--- config.mk ---
export PLATFORM = sky130hd
export DESIGN_NAME = dsp_sample_loader
export DESIGN_NICKNAME = d
export VERILOG_FILES = /design/src/rtl/dsp_sample_loader.sv
export SDC_FILE = /design/constraint.sdc
export NUM_CORES = 1
export LEC_CHECK = 0
export ABC_AREA = 1
export CORE_ASPECT_RATIO = 0.5
export CORE_MARGIN = 2
export CORE_UTILIZATION = 40
export CTS_CLUSTER_DIAMETER = 30
export CTS_CLUSTER_SIZE = 40
export DETAILED_ROUTE_END_ITERATION = 10
export PLACE_DENSITY = 0.76
export SLEW_MARGIN = 30
export SYNTH_ARGS = -nofsm -noshare
export SYNTH_HDL_FRONTEND = slang
export SYNTH_SLANG_ARGS = --single-unit
export TNS_END_PERCENT = 1
--- constraint.sdc ---
create_clock -name clk_i -period 1.3 [get_ports clk_i]
set_input_delay 0.26 -clock clk_i [delete_from_list [all_inputs] [get_ports clk_i]]
set_output_delay 0.26 -clock clk_i [all_outputs]
set_load 0.05 [all_outputs]
--- src/rtl/dsp_sample_loader.sv ---
// Ping-pong frame loader for DSP Data Memory Bank I: writes the incoming sample stream
// into two frame buffers, hands full frames to the DSP in fill order, and counts drops.
module dsp_sample_loader #(
  parameter int          FRAME_LEN = 256,
  parameter logic [15:0] BASE_A    = 16'h0000,
  parameter logic [15:0] BASE_B    = 16'h0100
) (
  input  logic        clk_i,
  input  logic        rst_i,
  input  logic [31:0] sample_in_i,
  input  logic        sample_valid_i,
  output logic [15:0] write_addr_o,
  output logic [31:0] write_data_o,
  output logic        write_en_o,
  output logic        frame_ready_o,
  output logic [15:0] frame_base_o,
  input  logic        frame_ack_i,
  output logic        overrun_o,
  output logic [15:0] drop_count_o
);
  localparam int IDX_W = (FRAME_LEN > 1) ? $clog2(FRAME_LEN) : 1;
  localparam logic [IDX_W-1:0] LAST_IDX = IDX_W'(FRAME_LEN - 1);

  generate
    if (FRAME_LEN < 2 || FRAME_LEN > 65536 || (FRAME_LEN & (FRAME_LEN - 1)) != 0) begin : g_bad_len
      $error("FRAME_LEN must be a power of two in 2..65536");
    end
    if (!((int'(BASE_A) + FRAME_LEN <= int'(BASE_B)) || (int'(BASE_B) + FRAME_LEN <= int'(BASE_A)))) begin : g_overlap
      $error("frame buffers A and B overlap");
    end
  endgenerate

  typedef enum logic {S_FILL, S_STALL} state_t;

  state_t           state_q, state_d;
  logic [1:0]       full_q, full_d, full_ack;
  logic             fill_sel_q, fill_sel_d;
  logic             oldest_q, oldest_d;
  logic [IDX_W-1:0] wr_idx_q, wr_idx_d;
  logic             overrun_q, overrun_d;
  logic [15:0]      drop_q, drop_d;
  logic             ack_ok, accept, done;
  logic [15:0]      fill_base;

  // An ack is only honoured against the frame the DSP can currently see.
  assign ack_ok    = frame_ack_i & frame_ready_o;
  assign accept    = sample_valid_i & (state_q == S_FILL);
  assign done      = accept & (wr_idx_q == LAST_IDX);
  assign fill_base = fill_sel_q ? BASE_B : BASE_A;

  always_comb begin
    full_ack = full_q;
    if (ack_ok) full_ack[oldest_q] = 1'b0;
    full_d     = full_ack;
    fill_sel_d = fill_sel_q;
    wr_idx_d   = wr_idx_q;
    oldest_d   = ack_ok ? ~oldest_q : oldest_q;
    state_d    = state_q;
    overrun_d  = overrun_q;
    drop_d     = drop_q;
    case (state_q)
      S_FILL: begin
        if (accept) wr_idx_d = wr_idx_q + IDX_W'(1);
        if (done) begin
          full_d[fill_sel_q] = 1'b1;
          // The ack has already been applied, so a buffer freed this cycle is reusable.
          if (full_ack[~fill_sel_q]) begin
            state_d  = S_STALL;
            oldest_d = ~fill_sel_q;
          end else begin
            fill_sel_d = ~fill_sel_q;
            oldest_d   = fill_sel_q;
          end
        end
      end
      S_STALL: begin
        if (sample_valid_i) begin
          overrun_d = 1'b1;
          if (drop_q != 16'hFFFF) drop_d = drop_q + 16'd1;
        end
        if (ack_ok) begin
          fill_sel_d = oldest_q;
          wr_idx_d   = '0;
          state_d    = S_FILL;
        end
      end
      default: state_d = S_FILL;
    endcase
  end

  always_ff @(posedge clk_i) begin
    if (rst_i) begin
      state_q       <= S_FILL;
      full_q        <= 2'b00;
      fill_sel_q    <= 1'b0;
      oldest_q      <= 1'b0;
      wr_idx_q      <= '0;
      overrun_q     <= 1'b0;
      drop_q        <= 16'h0000;
      write_en_o    <= 1'b0;
      write_addr_o  <= 16'h0000;
      write_data_o  <= 32'h0;
      frame_ready_o <= 1'b0;
      frame_base_o  <= 16'h0000;
    end else begin
      state_q       <= state_d;
      full_q        <= full_d;
      fill_sel_q    <= fill_sel_d;
      oldest_q      <= oldest_d;
      wr_idx_q      <= wr_idx_d;
      overrun_q     <= overrun_d;
      drop_q        <= drop_d;
      write_en_o    <= accept;
      if (accept) begin
        write_addr_o <= fill_base + 16'(wr_idx_q);
        write_data_o <= sample_in_i;
      end
      // frame_ready dips for one cycle after every accepted ack.
      frame_ready_o <= (|full_d) & ~ack_ok;
      frame_base_o  <= oldest_d ? BASE_B : BASE_A;
    end
  end

  assign overrun_o    = overrun_q;
  assign drop_count_o = drop_q;
endmodule

==> flow_summary.ini <==
[worst_setup_path]
critPathTopFamily = flip-flops
cp_num_buf_inv = 2
startpoint_type = flop
arrival_ps = 1700
path_cells = ha_4, nand2_4, nor2_4, nand2_4, buf_6, o21ai_4, buf_6, nand2_2, a21oi_2
worstPathMaxFanout = 6
slowest_delay_ps = 360
r2r_setup_slack_ps = -130
crit_required_ps = 1560
crit_type = reg2reg
critPathSlowestCell = dfxtp_4
worstReg2RegEnd = drop_count_o[8]
r2r_start = drop_count_o[0]
reg2regPathDepth = 9
crit_path_end_kind = flop

[floorplan]
rows = 23
die-area_um2 = 8970
die_x_um = 132
core-area_um2 = 7970
ioPinCount = 119
start_util_pct = 41.1
dieHeight_um = 68.0

[drt]
post_drt_wl_per_cell_um = 12.7
vias = 3352
drc = 0
drt_iter0_drc = 134
viasPerCell = 4.69
ant_nets = 0
wirelength_mm = 9.07
drt-pass1-iter-count = 5

[synthesis]
synth_area_um2 = 3270
ys_types = 31
synthCells = 453
synthFlopType = dfxtp_1
synth-seq-area-share_pct = 44.6
async_reset_ff_share_pct = 0
yosysWarnings = 0
synth-seq-cells = 73
synth_edf_count = 0
syn_area_per_cell_um2 = 7.23

[pwr]
p_leak_nw = 2.44
cellPowerDensity_nw_per_um2 = 1030
peakVddDrop_uv = 780
power_mw = 5.91

[global_route]
grt_max_degree = 26
grt_pass1_wl_mm = 14.6
antenna_found_initial = 0
overflow = 0
grt_util_all_layers_pct = 20.8
grt_pass1_vias = 3113

[clocking]
htreeDepth = 3
clock_latency_ps = 340
cts_tree = yes
cts-root-buf = clkbuf_16
holdBufCountCts = 0
cts_sinks = 73
cts_made_buffers = 9
clkTransAtPathRegs_ps = 60
clk_path_buf_depth = 2

[min_path]
hold_start = wr_idx_q[3]
hold_end = wr_idx_q[3]
hold_path.class = reg2reg
min_path_cells = 2

[cells_and_area]
drive_above_1_share_pct = 32.7
instances_no_fill = 715
antenna_cells = 0
areaGrowthSynthToFinish_pct = 75.5
nNetsFinal = 636
fillCellCount = 567

[run]
cap_viol_max_count = 0

[timing]
period_needed_ps = 1430
rsz0062_at_grt = yes
worst_slack_ps = -135
period_share_pct = 110
clock_skew_ps = 9.21
slew_violations = 0
setup_viol = 21
hold_viol_final = 0
max_freq_mhz = 697

[outcome]
outcome = finished, violations left
failed_checks = setup timing

[placed_design]
io_buffers = 96
dp_hpwl_mm = 6.21
placedCellCount = 694
routabilityCongestion = 0.885
-- logic make-up after synthesis --
group | synth area share (%)
DFF | 44.6
xor gates and xnor gates | 1.60
and+or+nand+nor | 28.1
other | 0.115
adders and majority gates | 0.764
AOI/OAI and AO/OA | 13.1
buffers and inverters | 11.7
-- cell type report --
type	count	area [um2]	area share [%]
tap	112	140	2.44
clock inverter	4	27.5	0.479
inverter	29	109	1.89
sequential	73	1490	26.0
clock buffer	12	256	4.46
multi-input combinational	330	1640	28.5
timing repair buffer	155	2080	36.2
-- worst max path at each step --
stage,slack (ps),start,end,cells after the start
2_1_floorplan,-170,drop_count_o[1],drop_count_o[2],9
3_3_place_gp,-340,sample_valid_i,fill_sel_q,7
3_5_place_dp,-440,sample_valid_i,wr_idx_q[7],7
4_1_cts,-120,drop_count_o[0],drop_count_o[8],9
5_1_grt,-200,drop_count_o[0],drop_count_o[1],9
6_report,-130,drop_count_o[0],drop_count_o[8],9
-- what timing repair did --
| item | CTS | global route |
|---|---|---|
| gates resized for setup | 26 | 19 |
| setup buffers | 3 | 0 |
| endpoints found under the setup margin | 27 | 30 |
| endpoints found under the hold margin | 0 | 0 |
| gates cloned | 2 | 0 |
| pin swaps | 15 | 4 |
-- cells in the final DEF, fill, tap and decap left out, types with 3 or more instances in the layout --
| master | instances |
|---|---|
| a21oi_1 | 13 |
| nor2_4 | 4 |
| a21oi_2 | 13 |
| o21ai_1 | 4 |
| clkbuf_16 | 9 |
| buf_6 | 6 |
| buf_4 | 50 |
| o21ai_0 | 44 |
| dfxtp_2 | 16 |
| nand3_1 | 15 |
| nor2_1 | 104 |
| buf_12 | 63 |
| clkdlybuf4s50_1 | 35 |
| conb_1 | 22 |
| nand2_1 | 67 |
| nand2_2 | 11 |
| xor2_1 | 5 |
| dfxtp_1 | 54 |
| dfxtp_4 | 3 |
| nand3_2 | 3 |
| nand4_1 | 8 |
| inv_1 | 26 |
| nor2_2 | 3 |
-- cells in the mapped netlist, drive strengths merged (2+ instances only) --
master / instances / share of area, %
nand2: 80 / 9.3
ha: 2 / 0.76
nor3: 2 / 0.31
o21ai: 49 / 7.6
a21oi: 27 / 4.8
buf: 35 / 7.5
nand4: 8 / 1.5
inv: 28 / 3.2
xor2: 5 / 1.3
dfxtp: 73 / 45
nand3: 18 / 3.2
nor2: 111 / 13
clkbuf: 7 / 0.80
-- per-stage QoR --
stage | utilization [%] | hold WS [ps] | instance area (um2) | setup TNS [ps] | setup slack [ps]
after floorplan | - | 423 | 3400 | -2630 | -170
after global placement | 66.0 | 468 | 5270 | -14420 | -341
after detailed placement | 66.0 | 477 | 5270 | -18450 | -445
after CTS | 71.4 | 487 | 5690 | -1650 | -120
after global routing | 72.1 | 536 | 5750 | -3870 | -204
final | 72.1 | 491 | 5750 | -1960 | -135
-- sequential cells by signal (all words and copies together) (netlist names) --
register,cells
write_data_o,32
drop_count_o,16
write_addr_o,9
wr_idx_q,8
full_q,2
fill_sel_q,1
frame_base_o,1
frame_ready_o,1
overrun_o,1
state_q,1
write_en_o,1
-- per-layer routing --
metal / track usage, % / vias up / share of wire, %
met5: 0 / - / 0
met4: 9.10 / 0 / 1.3
met3: 6.52 / 13 / 5.4
met2: 37.5 / 102 / 52
met1: 23.5 / 1546 / 42
li1: - / 1691 / -
-- worst register-to-register path, delay by kind of cell, from the launching register on --
| kind | cells | cell delay [ps] |
|---|---|---|
| DFF | 1 | 360 |
| buffers and inverters | 2 | 300 |
| and+or+nand+nor | 4 | 300 |
| AOI/OAI and AO/OA | 2 | 250 |
| adders and majority gates | 1 | 150 |
-- power by group --
| group | switching, mW | internal [mW] | total [mW] |
|---|---|---|---|
| clock network | 0.933 | 1.40 | 2.33 |
| logic | 0.653 | 0.510 | 1.16 |
| registers | 0.0952 | 2.33 | 2.42 |
| total | 1.68 | 4.23 | 5.91 |
(Power assumes the default switching activity.)
